==> src/rtl/dma_mem_arbiter_pkg.sv <==
// Shared definitions for the CPU/DMA block-RAM arbiter: state encoding,
// RAM timing and the burst counter helper.
package arb_pkg;

    typedef enum logic [2:0] {
        S_IDLE    = 3'd0,
        S_CPU_ADR = 3'd1,
        S_CPU_DAT = 3'd2,
        S_DMA_ADR = 3'd3,
        S_DMA_DAT = 3'd4
    } state_e;

    localparam int RAM_LATENCY = 1;

    function automatic logic [7:0] sat_inc(input logic [7:0] v, input logic [7:0] max);
        return (v == max) ? v : v + 8'd1;
    endfunction

endpackage

==> src/rtl/dma_mem_arbiter_if.sv <==
// Bus bundle between the 6502 core, the DMA requester, the RAM and the arbiter.
interface dma_mem_arbiter_if #(
    parameter int ADDR_W = 16
);
    logic              cpu_cyc;
    logic [ADDR_W-1:0] cpu_addr;
    logic              cpu_rw;
    logic [7:0]        cpu_wdata;
    logic [7:0]        cpu_rdata;
    logic              cpu_done;
    logic              rdy;
    logic              dma_req;
    logic [ADDR_W-1:0] dma_addr;
    logic [7:0]        dma_rdata;
    logic              dma_ack;
    logic [ADDR_W-1:0] mem_addr;
    logic              mem_we;
    logic [7:0]        mem_din;
    logic [7:0]        mem_dout;

    modport slave (
        input  cpu_cyc, cpu_addr, cpu_rw, cpu_wdata, dma_req, dma_addr, mem_dout,
        output cpu_rdata, cpu_done, rdy, dma_rdata, dma_ack, mem_addr, mem_we, mem_din
    );

    modport master (
        output cpu_cyc, cpu_addr, cpu_rw, cpu_wdata, dma_req, dma_addr, mem_dout,
        input  cpu_rdata, cpu_done, rdy, dma_rdata, dma_ack, mem_addr, mem_we, mem_din
    );
endinterface

==> src/rtl/dma_mem_arbiter.sv <==
// Single-port RAM arbiter: 6502 accesses plus read-only DMA, stealing slots by
// holding RDY low on CPU reads, with a burst cap that guarantees CPU progress.
module dma_mem_arbiter
    import arb_pkg::*;
#(
    parameter int MAX_DMA_BURST = 8,
    parameter int ADDR_W        = 16
) (
    input logic              clk,
    input logic              rst_L,
    dma_mem_arbiter_if.slave bus
);

    localparam logic [7:0] BURST_MAX = 8'(MAX_DMA_BURST);

    state_e            state_q, state_d;
    logic              cpu_pend_q, cpu_pend_d;
    logic [7:0]        burst_cnt_q, burst_cnt_d;
    logic [ADDR_W-1:0] lat_addr_q, lat_addr_d;
    logic              lat_rw_q, lat_rw_d;
    logic [7:0]        lat_wdata_q, lat_wdata_d;
    logic [ADDR_W-1:0] mem_addr_q, mem_addr_d;
    logic              mem_we_q, mem_we_d;
    logic [7:0]        mem_din_q, mem_din_d;
    logic [7:0]        cpu_rdata_q, cpu_rdata_d;
    logic [7:0]        dma_rdata_q, dma_rdata_d;
    logic              cpu_done_q, cpu_done_d;
    logic              dma_ack_q, dma_ack_d;
    logic              rdy_q, rdy_d;

    logic              arb_en;
    logic              pend_eff;
    logic [7:0]        burst_eff;
    logic              cyc_eff;

    always_comb begin
        state_d     = state_q;
        cpu_pend_d  = cpu_pend_q;
        burst_cnt_d = burst_cnt_q;
        lat_addr_d  = lat_addr_q;
        lat_rw_d    = lat_rw_q;
        lat_wdata_d = lat_wdata_q;
        mem_addr_d  = mem_addr_q;
        mem_we_d    = 1'b0;
        mem_din_d   = mem_din_q;
        cpu_rdata_d = cpu_rdata_q;
        dma_rdata_d = dma_rdata_q;
        cpu_done_d  = 1'b0;
        dma_ack_d   = 1'b0;
        rdy_d       = rdy_q;
        arb_en      = 1'b0;
        pend_eff    = cpu_pend_q;
        burst_eff   = burst_cnt_q;
        cyc_eff     = 1'b0;

        case (state_q)
            S_IDLE: arb_en = 1'b1;
            S_CPU_ADR: state_d = S_CPU_DAT;
            S_CPU_DAT: begin
                if (lat_rw_q) cpu_rdata_d = bus.mem_dout;
                cpu_done_d  = 1'b1;
                cpu_pend_d  = 1'b0;
                burst_cnt_d = 8'd0;
                rdy_d       = 1'b1;
                state_d     = S_IDLE;
                // The CPU data phase doubles as the next arbitration slot so a
                // write followed by DMA costs no idle clock.
                arb_en      = 1'b1;
                pend_eff    = 1'b0;
                burst_eff   = 8'd0;
            end
            S_DMA_ADR: state_d = S_DMA_DAT;
            S_DMA_DAT: begin
                // dma_req is still high for the transfer being acked here, so
                // the next grant is decided from IDLE once the requester has seen the ack.
                dma_rdata_d = bus.mem_dout;
                dma_ack_d   = 1'b1;
                if (cpu_pend_q) burst_cnt_d = sat_inc(burst_cnt_q, BURST_MAX);
                state_d     = S_IDLE;
            end
            default: state_d = S_IDLE;
        endcase

        if (arb_en) begin
            cyc_eff = bus.cpu_cyc & ~pend_eff;
            if (pend_eff && (!bus.dma_req || burst_eff == BURST_MAX)) begin
                state_d    = S_CPU_ADR;
                mem_addr_d = lat_addr_q;
                mem_we_d   = ~lat_rw_q;
                mem_din_d  = lat_wdata_q;
            end else if (cyc_eff && (!bus.cpu_rw || !bus.dma_req)) begin
                lat_addr_d  = bus.cpu_addr;
                lat_rw_d    = bus.cpu_rw;
                lat_wdata_d = bus.cpu_wdata;
                state_d     = S_CPU_ADR;
                mem_addr_d  = bus.cpu_addr;
                mem_we_d    = ~bus.cpu_rw;
                mem_din_d   = bus.cpu_wdata;
            end else if (cyc_eff) begin
                lat_addr_d  = bus.cpu_addr;
                lat_rw_d    = bus.cpu_rw;
                lat_wdata_d = bus.cpu_wdata;
                cpu_pend_d  = 1'b1;
                rdy_d       = 1'b0;
                state_d     = S_DMA_ADR;
                mem_addr_d  = bus.dma_addr;
            end else if (bus.dma_req) begin
                state_d    = S_DMA_ADR;
                mem_addr_d = bus.dma_addr;
            end
        end
    end

    always_ff @(posedge clk) begin
        if (!rst_L) begin
            state_q     <= S_IDLE;
            cpu_pend_q  <= 1'b0;
            burst_cnt_q <= 8'd0;
            lat_addr_q  <= '0;
            lat_rw_q    <= 1'b0;
            lat_wdata_q <= 8'd0;
            mem_addr_q  <= '0;
            mem_we_q    <= 1'b0;
            mem_din_q   <= 8'd0;
            cpu_rdata_q <= 8'd0;
            dma_rdata_q <= 8'd0;
            cpu_done_q  <= 1'b0;
            dma_ack_q   <= 1'b0;
            rdy_q       <= 1'b1;
        end else begin
            state_q     <= state_d;
            cpu_pend_q  <= cpu_pend_d;
            burst_cnt_q <= burst_cnt_d;
            lat_addr_q  <= lat_addr_d;
            lat_rw_q    <= lat_rw_d;
            lat_wdata_q <= lat_wdata_d;
            mem_addr_q  <= mem_addr_d;
            mem_we_q    <= mem_we_d;
            mem_din_q   <= mem_din_d;
            cpu_rdata_q <= cpu_rdata_d;
            dma_rdata_q <= dma_rdata_d;
            cpu_done_q  <= cpu_done_d;
            dma_ack_q   <= dma_ack_d;
            rdy_q       <= rdy_d;
        end
    end

    assign bus.mem_addr  = mem_addr_q;
    assign bus.mem_we    = mem_we_q;
    assign bus.mem_din   = mem_din_q;
    assign bus.cpu_rdata = cpu_rdata_q;
    assign bus.dma_rdata = dma_rdata_q;
    assign bus.cpu_done  = cpu_done_q;
    assign bus.dma_ack   = dma_ack_q;
    assign bus.rdy       = rdy_q;

endmodule
==> src/flat_wrapper.sv <==
// flat-port wrapper written by rule: the top's interface ports become plain ports
module dma_mem_arbiter_flat import arb_pkg::*;
#(
    parameter int MAX_DMA_BURST = 8,
    parameter int ADDR_W        = 16
)
  (clk, rst_L, bus_cpu_cyc, bus_cpu_addr, bus_cpu_rw, bus_cpu_wdata, bus_dma_req, bus_dma_addr, bus_mem_dout, bus_cpu_rdata, bus_cpu_done, bus_rdy, bus_dma_rdata, bus_dma_ack, bus_mem_addr, bus_mem_we, bus_mem_din);
  dma_mem_arbiter_if #(.ADDR_W(ADDR_W)) bus_i ();
  input logic clk;
  input logic rst_L;
  input wire logic [$bits(bus_i.cpu_cyc)-1:0] bus_cpu_cyc;
  input wire logic [$bits(bus_i.cpu_addr)-1:0] bus_cpu_addr;
  input wire logic [$bits(bus_i.cpu_rw)-1:0] bus_cpu_rw;
  input wire logic [$bits(bus_i.cpu_wdata)-1:0] bus_cpu_wdata;
  input wire logic [$bits(bus_i.dma_req)-1:0] bus_dma_req;
  input wire logic [$bits(bus_i.dma_addr)-1:0] bus_dma_addr;
  input wire logic [$bits(bus_i.mem_dout)-1:0] bus_mem_dout;
  output wire logic [$bits(bus_i.cpu_rdata)-1:0] bus_cpu_rdata;
  output wire logic [$bits(bus_i.cpu_done)-1:0] bus_cpu_done;
  output wire logic [$bits(bus_i.rdy)-1:0] bus_rdy;
  output wire logic [$bits(bus_i.dma_rdata)-1:0] bus_dma_rdata;
  output wire logic [$bits(bus_i.dma_ack)-1:0] bus_dma_ack;
  output wire logic [$bits(bus_i.mem_addr)-1:0] bus_mem_addr;
  output wire logic [$bits(bus_i.mem_we)-1:0] bus_mem_we;
  output wire logic [$bits(bus_i.mem_din)-1:0] bus_mem_din;
  assign bus_i.cpu_cyc = bus_cpu_cyc;
  assign bus_i.cpu_addr = bus_cpu_addr;
  assign bus_i.cpu_rw = bus_cpu_rw;
  assign bus_i.cpu_wdata = bus_cpu_wdata;
  assign bus_i.dma_req = bus_dma_req;
  assign bus_i.dma_addr = bus_dma_addr;
  assign bus_i.mem_dout = bus_mem_dout;
  assign bus_cpu_rdata = bus_i.cpu_rdata;
  assign bus_cpu_done = bus_i.cpu_done;
  assign bus_rdy = bus_i.rdy;
  assign bus_dma_rdata = bus_i.dma_rdata;
  assign bus_dma_ack = bus_i.dma_ack;
  assign bus_mem_addr = bus_i.mem_addr;
  assign bus_mem_we = bus_i.mem_we;
  assign bus_mem_din = bus_i.mem_din;
  dma_mem_arbiter #(.MAX_DMA_BURST(MAX_DMA_BURST), .ADDR_W(ADDR_W)) u_core (.clk(clk), .rst_L(rst_L), .bus(bus_i));
endmodule
==> config.mk <==
export PLATFORM = sky130hd
export DESIGN_NAME = dma_mem_arbiter_flat
export DESIGN_NICKNAME = d
export VERILOG_FILES = /design/src/rtl/dma_mem_arbiter_pkg.sv /design/src/rtl/dma_mem_arbiter_if.sv /design/src/rtl/dma_mem_arbiter.sv /design/src/flat_wrapper.sv
export SDC_FILE = /design/constraint.sdc
export NUM_CORES = 1
export LEC_CHECK = 0
export ABC_AREA = 0
export CAP_MARGIN = 20
export CORE_MARGIN = 8
export CORE_UTILIZATION = 42
export CTS_BUF_LIST = sky130_fd_sc_hd__clkbuf_16
export DETAILED_ROUTE_END_ITERATION = 10
export GPL_TIMING_DRIVEN = 0
export PLACE_DENSITY_LB_ADDON = 0.15
export SYNTH_ARGS = -nofsm -noshare
export SYNTH_HDL_FRONTEND = slang
export SYNTH_SLANG_ARGS = --single-unit
==> constraint.sdc <==
create_clock -name clk -period 2.5 [get_ports clk]
set_clock_uncertainty 0.15 [all_clocks]
set_input_delay 0.25 -clock clk [delete_from_list [all_inputs] [get_ports clk]]
set_output_delay 0.25 -clock clk [all_outputs]
set_load 0.02 [all_outputs]
==> results of run 1 <==
==> flip-flops by register name (all words and copies together), names as in the netlist <==
name,count
u_core.state_q,3
u_core.bus.rdy,1
u_core.bus.cpu_rdata,8
u_core.bus.dma_ack,1
u_core.lat_rw_q,1
u_core.bus.mem_addr,16
u_core.bus.cpu_done,1
u_core.burst_cnt_q,8
u_core.lat_addr_q,16
u_core.bus.dma_rdata,8
u_core.bus.mem_din,8
u_core.lat_wdata_q,8
u_core.bus.mem_we,1
u_core.cpu_pend_q,1
==> power by group <==
group          switching (mW)  total (mW)  internal [mW]
Clock                   0.522        1.39          0.873
Combinational           0.292       0.562          0.271
Sequential             0.0482        1.42           1.37
Total                   0.862        3.38           2.51
==> kinds of logic (layout without fill, tap and decap cells) <==
family | after synthesis | count (layout) | share of synthesized area [%]
AOI/OAI and AO/OA | 78 | 78 | 18.3
xor gates and xnor gates | 1 | 1 | 0.245
adders and majority gates | 2 | 2 | 0.701
buffers and inverters | 49 | 160 | 5.89
DFF | 81 | 81 | 45.4
muxes | 50 | 50 | 14.0
and+or+nand+nor | 117 | 117 | 15.5
==> cell usage in the layout, fill, tap and decap left out, types with 3 or more instances in the layout <==
cell / n
a2111o_1: 3
a21oi_1: 13
a311oi_1: 9
a31oi_1: 8
and2_1: 3
buf_2: 6
clkbuf_1: 14
clkbuf_16: 9
clkdlybuf4s50_1: 94
dfxtp_1: 80
inv_1: 22
mux2i_1: 50
nand2_1: 26
nand2b_1: 3
nand3_1: 22
nand4_1: 8
nor2_1: 41
o21ai_0: 12
o221ai_1: 6
o221ai_2: 10
==> metal layers <==
| metal | up-vias | part of all wire [%] | global-route usage, % |
|---|---|---|---|
| met3 | 11 | 6.9 | 5.35 |
| li1 | 1581 | - | - |
| met2 | 82 | 47 | 27.7 |
| met4 | 0 | 0.98 | 5.45 |
| met5 | - | 0 | 0 |
| met1 | 1542 | 45 | 21.7 |
==> per-stage QoR <==
stage | hold WS, ps | total power, mW | utilization [%]
after floorplan | 236 | 1.75 | -
final | 170 | 3.38 | 60.7
after global placement | 293 | 2.00 | 56.5
after global routing | 220 | 3.51 | 60.7
after CTS | 158 | 3.40 | 60.6
after detailed placement | 297 | 2.00 | 56.5
==> worst min-delay path, stage by stage <==
cell	delay [ps]
clkbuf_1	170
nand2b_1	130
nor2_1	50
==> worst max-delay path by stage <==
stage	from	to	cells after the start
floorplan	u_core.burst_cnt_q[2]	u_core.bus.mem_addr[10]	7
global placement	bus_dma_req	u_core.bus.mem_addr[11]	6
detailed placement	bus_dma_req	u_core.bus.mem_addr[6]	6
CTS	u_core.burst_cnt_q[2]	u_core.bus.mem_din[5]	6
global route	u_core.cpu_pend_q	u_core.lat_wdata_q[7]	5
finish	u_core.burst_cnt_q[2]	u_core.bus.mem_addr[6]	7
==> layout make-up <==
cell class | count | area, um2 | area share [%]
well taps | 105 | 131 | 2.63
inverters | 23 | 86.3 | 1.73
flip-flops and latches | 81 | 1620 | 32.5
repair buffers | 95 | 948 | 19.0
clock inverters | 7 | 92.6 | 1.86
clock buffers | 9 | 225 | 4.51
plain buffers | 26 | 125 | 2.51
multi-input cells | 248 | 1760 | 35.2
==> timing repair <==
action / 4_1_cts / 5_1_grt
buffers inserted: 1 / 0
pin swaps: 1 / 1
setup endpoints to repair: 10 / 18
gates resized for setup: 2 / 5
hold buffers: 0 / 0
endpoints found under the hold margin: 0 / 0
==> metrics.txt, run 1 <==
status finished clean; ys async rst share 0%; Starting Density 43.5%; Total Wirelength around 10000 um; crit path max fanout 10; Final setup viols 0; DRT iter0 DRCs approximately 150; boundary pin count 97; worst hold path stage count 3; later-pin clock latency in the skew report 330 ps; share of the synthesized area in the top cell type 45.4%; FF-to-FF Start u_core.burst_cnt_q[2]; synth top area cells dfxtp_1 (45%), mux2i_1 (14%), nor2_1 (4.3%); TritonCTS buffer count 9; clk buf depth 2; clock sink count between 80 and 90; # fillers 747; Peak VDD IR about 0.29 mV; Hold EP u_core.state_q[2]; Syn Inst Count 378; Slew headroom between 30% and 40%; WL/cell approximately 17 um; Final Max Tran Viols 0; area of the mapped netlist 3570 um2; TNS Setup 0 ps; Synth Flop Type dfxtp_1; Final ANT Viol Nets 0; 1st-pass router iterations 4; via count around 3200; slowest cell delay on critical path 500 ps; RSZ-0062 raised after global routing yes; clock-pin slew on the worst setup and hold paths 60 ps; Power Density 676 nW/um2; minimum clock period after layout around 2400 ps; vias in the first global route about 3300; Post-synth EDFFs 0; Inst Count DP approximately 580; register bit total from synthesis 81; worst r2r dst u_core.bus.mem_addr[6]; first-pass GRT wire length between 15000 and 20000 um; Final Hold Vio Count 0; DP HPWL 7350 um; Synth cell types 48; Core Region ~8200 um2; Crit Path Category flip-flop to flip-flop; CP top delay family simple AND/OR/NAND/NOR gates; Synth top cells by count dfxtp_1 (81), mux2i_1 (50), nor2_1 (41); die height 108 um; CP dominant cell by count buf_6; layout cells sized above 1 under 10%; leakage around 1.9 nW; non-filler cells, final 594; r2r setup slk 90 ps; CTS tree done; total grt overflow 0; Die Area 11700 um2; antenna violations before repair 0; post-route cell area 4990 um2; R2R depth 7; critical path required time 2600 ps; worst path bufs/invs 3; DRC errors left 0; CTS H-Tree Depth 3; Die X 108 um; register area share after synthesis 45.4%; Arrival @ worst endpoint 2510 ps; Vias/cell 5.41; largest net degree at the start of global routing 15; area grow syn2layout 39.8%; I/O Buffers 94; Worst-Margin Slew 1010 ps; most common cell in the netlist dfxtp_1; CP cell instances or4b_1 -> buf_2 -> o21a_4 -> or4_4 -> buf_6 -> buf_6 -> o221ai_2; hold path startpoint rst_L; period utilization 96.2%; Placer Congestion 0.825; Max Freq 0.416 GHz; mean post-synth cell area 9.45 um2; max cap viols 0; fin nets roughly 540; overall routing resource usage 17.3%; Hold WC Path Type input pin to flip-flop; setup ws final 94.1 ps; CP startpoint kind flip-flop; Crit-path slowest cell or4b_1; cell taking the most area after synthesis dfxtp_1; row cnt 33; DP Area about 4600 um2; n_diodes 0; CTS root buf clkbuf_16; pre-CTS setup slack -169 ps; YS warnings 0; Syn Nets between 400 and 500; type of destination of the critical path flip-flop
Note: power is estimated with default switching activity, not from simulation.
==> run 2, diff against run 1 <==
--- a/config.mk
+++ b/config.mk
@@ -8,8 +8,7 @@
 export ABC_AREA = 0
 export CAP_MARGIN = 20
 export CORE_MARGIN = 8
-export CORE_UTILIZATION = 42
-export CTS_BUF_LIST = sky130_fd_sc_hd__clkbuf_16
+export CORE_UTILIZATION = 48
 export DETAILED_ROUTE_END_ITERATION = 10
 export GPL_TIMING_DRIVEN = 0
 export PLACE_DENSITY_LB_ADDON = 0.15
==> metrics.txt, run 2 (same netlist as run 1, synthesis figures left out) <==
I/O Buffers 94 (unchanged); WL/cell 17.4 um (+2.6%); vias in the first global route 3260 (-0.28%); Hold WC Path Type input pin to flip-flop; Die Area 10500 um2 (-11%); clock sink count 81 (unchanged); r2r setup slk 60 ps (-30 ps); Reg area 1620 um2 (unchanged); later-pin clock latency in the skew report 350 ps (+20 ps); worst setup path endpoint u_core.bus.mem_addr[14]; leakage 1.82 nW (-2.8%); Core Region 7210 um2 (-12%); worst setup path start u_core.burst_cnt_q[2]; Arrival @ worst endpoint 2560 ps (+50 ps); TritonCTS buffer count 9 (unchanged); max cap viols 0 (unchanged); CP dominant cell by count buf_6; TNS Setup 0 ps (unchanged); final core occ 67.5% (+6.7 points); Max Freq 0.411 GHz (-1.2%); CP cell instances or4b_1 -> buf_2 -> o21a_4 -> or4_4 -> buf_6 -> buf_6 -> o221ai_2; largest net degree at the start of global routing 15 (unchanged); Slew headroom 40.0% (+7.7 points); CTS root buf clkbuf_8; CP startpoint kind flip-flop; Final Max Tran Viols 0 (unchanged); worst path bufs/invs 3 (unchanged); fin nets 540 (+0.19%); clock-pin slew on the worst setup and hold paths 90 ps (+30 ps); worst r2r dst u_core.bus.mem_addr[14]; boundary pin count 97 (unchanged); antenna violations before repair 0 (unchanged); clk buf depth 2 (unchanged); Die X 102 um (-5.5%); minimum clock period after layout 2440 ps (+30.0 ps); # fillers 619 (-17%); Hold-fix buffers, CTS 0 (unchanged); most frequent cells in the layout clkdlybuf4s50_1 (94), dfxtp_1 (80), mux2i_1 (50); DRC errors left 0 (unchanged); period utilization 97.4% (+1.2 points); FF-to-FF Start u_core.burst_cnt_q[2]; CP top delay family simple AND/OR/NAND/NOR gates; most common cell after layout, fill and taps aside clkdlybuf4s50_1; Total Wirelength 10200 um (+1.8%); Vias/cell 5.54 (+2.3%); critical path required time 2620 ps (+20 ps); die height 102 um (-5.5%); via count 3261 (+1.4%); 1st-pass router iterations 5 (+1); status finished clean; slowest cell delay on critical path 500 ps (about the same); Final setup viols 0 (unchanged); n_diodes 0 (unchanged); R2R depth 7 (unchanged); Peak VDD IR 0.319 mV (+8.6%); Final Hold Vio Count 0 (unchanged); DP HPWL 7320 um (-0.42%); DRT iter0 DRCs 121 (-18%); Final ANT Viol Nets 0 (unchanged); layout cells sized above 1 9.39% (-0.019 points); overall routing resource usage 19.3% (+2.0 points); CTS H-Tree Depth 3 (unchanged); row cnt 31 (-6.1%); Starting Density 49.5% (+6.0 points); WP depth 7 (unchanged); crit path max fanout 10 (unchanged); multi-input logic area 1750 um2 (-0.50%); Crit Path Category flip-flop to flip-flop; worst hold path stage count 3 (unchanged); hold path startpoint rst_L; total grt overflow 0 (unchanged); Worst-Margin Slew 892 ps (-115 ps); first-pass GRT wire length 15900 um (-1.6%); type of destination of the critical path flip-flop; Power Density 609 nW/um2 (-10%); Placer Congestion 0.819 (-0.80%); area grow syn2layout 36.3%; CTS tree done; Crit-path slowest cell or4b_1
## run 2: changes by cell type in the layout (fill, tap and decap cells not counted)
cell | before | now
bufinv_16 | 2 | 1
a21o_1 | 0 | 1
a21o_2 | 1 | 0
clkbuf_1 | 14 | 15
clkbuf_16 | 9 | 0
o41ai_2 | 1 | 0
o41ai_1 | 0 | 1
clkbuf_8 | 0 | 10
buf_4 | 2 | 3
clkinvlp_4 | 1 | 2
clkinv_1 | 2 | 0
## run 2: worst min path at each step
stage                         endpoint
3_3_place_gp   u_core.bus.cpu_rdata[4]
4_1_cts              u_core.cpu_pend_q
6_report             u_core.state_q[2]
5_1_grt              u_core.cpu_pend_q
2_1_floorplan  u_core.bus.cpu_rdata[0]
3_5_place_dp   u_core.bus.cpu_rdata[7]
## run 2: worst reg2reg max path: cells and delay by family (launching register included)
family          cells  cell delay [ps]
simple gates        2              930
flops               1              360
buf+inv             3              480
compound gates      2              450
## run 2: layer usage
layer	share of wire (%)	vias up	track usage [%]
li1	-	1579	-
met1	43	1565	22.5
met2	49	107	33.9
met3	6.5	10	4.16
met4	0.91	0	6.55
met5	0	-	0
## run 2: report_power, final
group          internal [mW]  leakage [nW]  switching [mW]
clock network          0.495        0.0962           0.485
logic                  0.272          1.06           0.296
registers               1.37         0.663          0.0476
total                   2.13          1.82           0.829
## run 2: timing repair
item / CTS / global route
setup endpoints to repair: 10 / 14
hold endpoints to repair: 0 / 0
buffers inserted: 2 / 0
gates resized for setup: 0 / 5
pin swaps: 2 / 0
## run 2: final cells by class
type,instances,share of cell area [%]
Buffer,26,2.57
Clock inverter,5,1.29
Multi-Input combinational cell,248,36.0
Tap cell,99,2.54
Clock buffer,11,2.90
Inverter,23,1.77
Timing Repair Buffer,96,19.6
Sequential cell,81,33.3
## run 2: metrics by stage
| step | setup WS, ps | cell area [um2] | total power, mW | instances | hold WS (ps) |
|---|---|---|---|---|---|
| final | 64.1 | 4870 | 2.96 | 589 | 179 |
| after global routing | -10.3 | 4870 | 3.07 | 589 | 210 |
| after CTS | 12.1 | 4850 | 2.97 | 589 | 151 |
| after detailed placement | -242 | 4640 | 2.00 | 571 | 296 |
| after global placement | -184 | 4640 | 1.99 | 571 | 292 |
| after floorplan | 232 | 3570 | 1.75 | 378 | 236 |
==> run 3, diff against run 2 <==
--- a/config.mk
+++ b/config.mk
@@ -12,6 +12,7 @@
 export DETAILED_ROUTE_END_ITERATION = 10
 export GPL_TIMING_DRIVEN = 0
 export PLACE_DENSITY_LB_ADDON = 0.15
+export RECOVER_POWER = 100
 export SYNTH_ARGS = -nofsm -noshare
 export SYNTH_HDL_FRONTEND = slang
 export SYNTH_SLANG_ARGS = --single-unit
==> metrics.txt, run 3 (same netlist as run 1, synthesis figures left out) <==
overall routing resource usage 19.3% (unchanged); R2R depth 7 (unchanged); DP HPWL 7320 um (unchanged); GR Util met3 4.16% (unchanged); FF-to-FF Start u_core.burst_cnt_q[2]; Hold WC Path Type input pin to flip-flop; Slew headroom 39.6% (-0.46 points); Hold EP u_core.state_q[2]; status finished clean; CTS H-Tree Depth 3 (unchanged); Die Area 10500 um2 (unchanged); max cap viols 0 (unchanged); most common cell after layout, fill and taps aside dfxtp_1; first-pass GRT wire length 15900 um (unchanged); n_diodes 0 (unchanged); post-route cell area 4870 um2 (unchanged); Core Region 7210 um2 (unchanged); Crit-path slowest cell or4b_1; Final Hold Vio Count 0 (unchanged); GRT Max-Usage Layer met2; later-pin clock latency in the skew report 350 ps (about the same); CP startpoint kind flip-flop; minimum clock period after layout 2430 ps (-10.7 ps); worst r2r dst u_core.bus.mem_addr[14]; leakage 1.94 nW (+6.8%); crit path max fanout 10 (unchanged); TNS Setup 0 ps (unchanged); Worst-Margin Slew 899 ps (+6.86 ps); Final setup viols 0 (unchanged); total grt overflow 0 (unchanged); slowest cell delay on critical path 500 ps (about the same); r2r setup slk 70 ps (about the same); Vias/cell 5.51 (-0.52%); Max Freq 0.412 GHz (+0.44%); clk buf depth 2 (unchanged); CP cell instances or4b_1 -> buf_2 -> o21a_4 -> or4_4 -> buf_6 -> buf_6 -> o221ai_2; worst path bufs/invs 3 (unchanged); Crit Path Category flip-flop to flip-flop; CTS root buf clkbuf_8; TritonCTS buffer count 9 (unchanged); grt met2 use 33.9% (unchanged); CTS tree done; clock-pin slew on the worst setup and hold paths 90 ps (about the same); Hold-fix buffers, CTS 0 (unchanged); most frequent cells in the layout dfxtp_1 (80), mux2i_1 (50), clkdlybuf4s50_1 (49); Placer Congestion 0.819 (unchanged); 1st-pass router iterations 4 (-1); I/O Buffers 94 (unchanged); largest net degree at the start of global routing 15 (unchanged); die height 102 um (unchanged); boundary pin count 97 (unchanged); worst hold path stage count 3 (unchanged); clock sink count 81 (unchanged); area grow syn2layout 36.3% (unchanged); layout cells sized above 1 9.39% (unchanged); row cnt 31 (unchanged); Die X 102 um (unchanged); vias in the first global route 3260 (unchanged); DRC errors left 0 (unchanged); via count 3244 (-0.52%); fin nets 540 (unchanged); Overall Power 2.94 mW (-0.65%); Final Max Tran Viols 0 (unchanged); CP dominant cell by count buf_6; hold path startpoint rst_L; CP top delay family simple AND/OR/NAND/NOR gates; critical path required time 2630 ps (about the same); type of destination of the critical path flip-flop; DP Area 4640 um2 (unchanged); Arrival @ worst endpoint 2550 ps (about the same); antenna violations before repair 0 (unchanged); Total Wirelength 10100 um (-0.93%); period utilization 97.0% (-0.43 points); Power Density 605 nW/um2 (-0.65%); Peak VDD IR 0.318 mV (about the same); WL/cell 17.2 um (-0.93%); Final ANT Viol Nets 0 (unchanged); met1 GRT Util 22.5% (unchanged); Starting Density 49.5% (unchanged); DRT iter0 DRCs 135 (+12%)
## run 3: cell count changes in the layout (fill, tap and decap cells not counted)
cell	delta
clkdlybuf4s50_1	-45
dlygate4sd3_1	+45
## run 3: power by group
| part | leakage (nW) | internal [mW] | total, mW | switching (mW) |
|---|---|---|---|---|
| registers | 0.663 | 1.37 | 1.41 | 0.0448 |
| logic | 1.19 | 0.255 | 0.550 | 0.295 |
| clock network | 0.0962 | 0.494 | 0.980 | 0.486 |
| total | 1.94 | 2.12 | 2.94 | 0.826 |
## run 3: per-stage QoR
step,worst slack (ps),hold slack [ps],instances,utilization [%]
after global placement,-184,292,571,64.3
after detailed placement,-242,296,571,64.3
after global routing,-10.3,210,589,67.5
after floorplan,232,236,378,-
after CTS,12.1,151,589,67.3
final,74.8,177,589,67.5
## run 3: worst register-to-register path: cells and delay by family, from the launching register on
family	cells	cell delay [ps]
AO/OA/AOI/OAI	2	440
AND/OR/NAND/NOR	2	930
flip-flops	1	360
buffers and inverters	3	480
## run 3: final cells by class
class | instances | area, um2
multi-input cells | 248 | 1750
repair buffers | 96 | 956
clock buffers | 11 | 141
well taps | 99 | 124
flip-flops and latches | 81 | 1620
clock inverters | 5 | 62.6
inverters | 23 | 86.3
plain buffers | 26 | 125
fillers | 619 | 2350
## run 3: layer usage
metal / up-vias / part of all wire (%) / wire length (um)
met2: 100 / 49 / 4970
met5: - / 0 / 0
met1: 1553 / 43 / 4380
met4: 0 / 0.97 / 98
met3: 9 / 6.9 / 695
li1: 1582 / - / -
## run 3: repair_timing
item                       CTS  global route
pin swaps                    2             0
buffers inserted             2             0
setup endpoints to repair   10            14
gates resized for setup      0             5
## run 3: worst max-delay path by stage
stage,from,endpoint,slack [ps],cells past startpoint
after floorplan,u_core.burst_cnt_q[2],u_core.bus.mem_addr[10],230,7
after global placement,bus_dma_req,u_core.bus.mem_addr[13],-180,6
after detailed placement,bus_dma_req,u_core.bus.mem_addr[14],-240,6
after CTS,u_core.burst_cnt_q[2],u_core.bus.mem_din[6],10,6
after global routing,u_core.burst_cnt_q[2],u_core.bus.mem_addr[14],-10,7
final,u_core.burst_cnt_q[2],u_core.bus.mem_addr[14],70,7
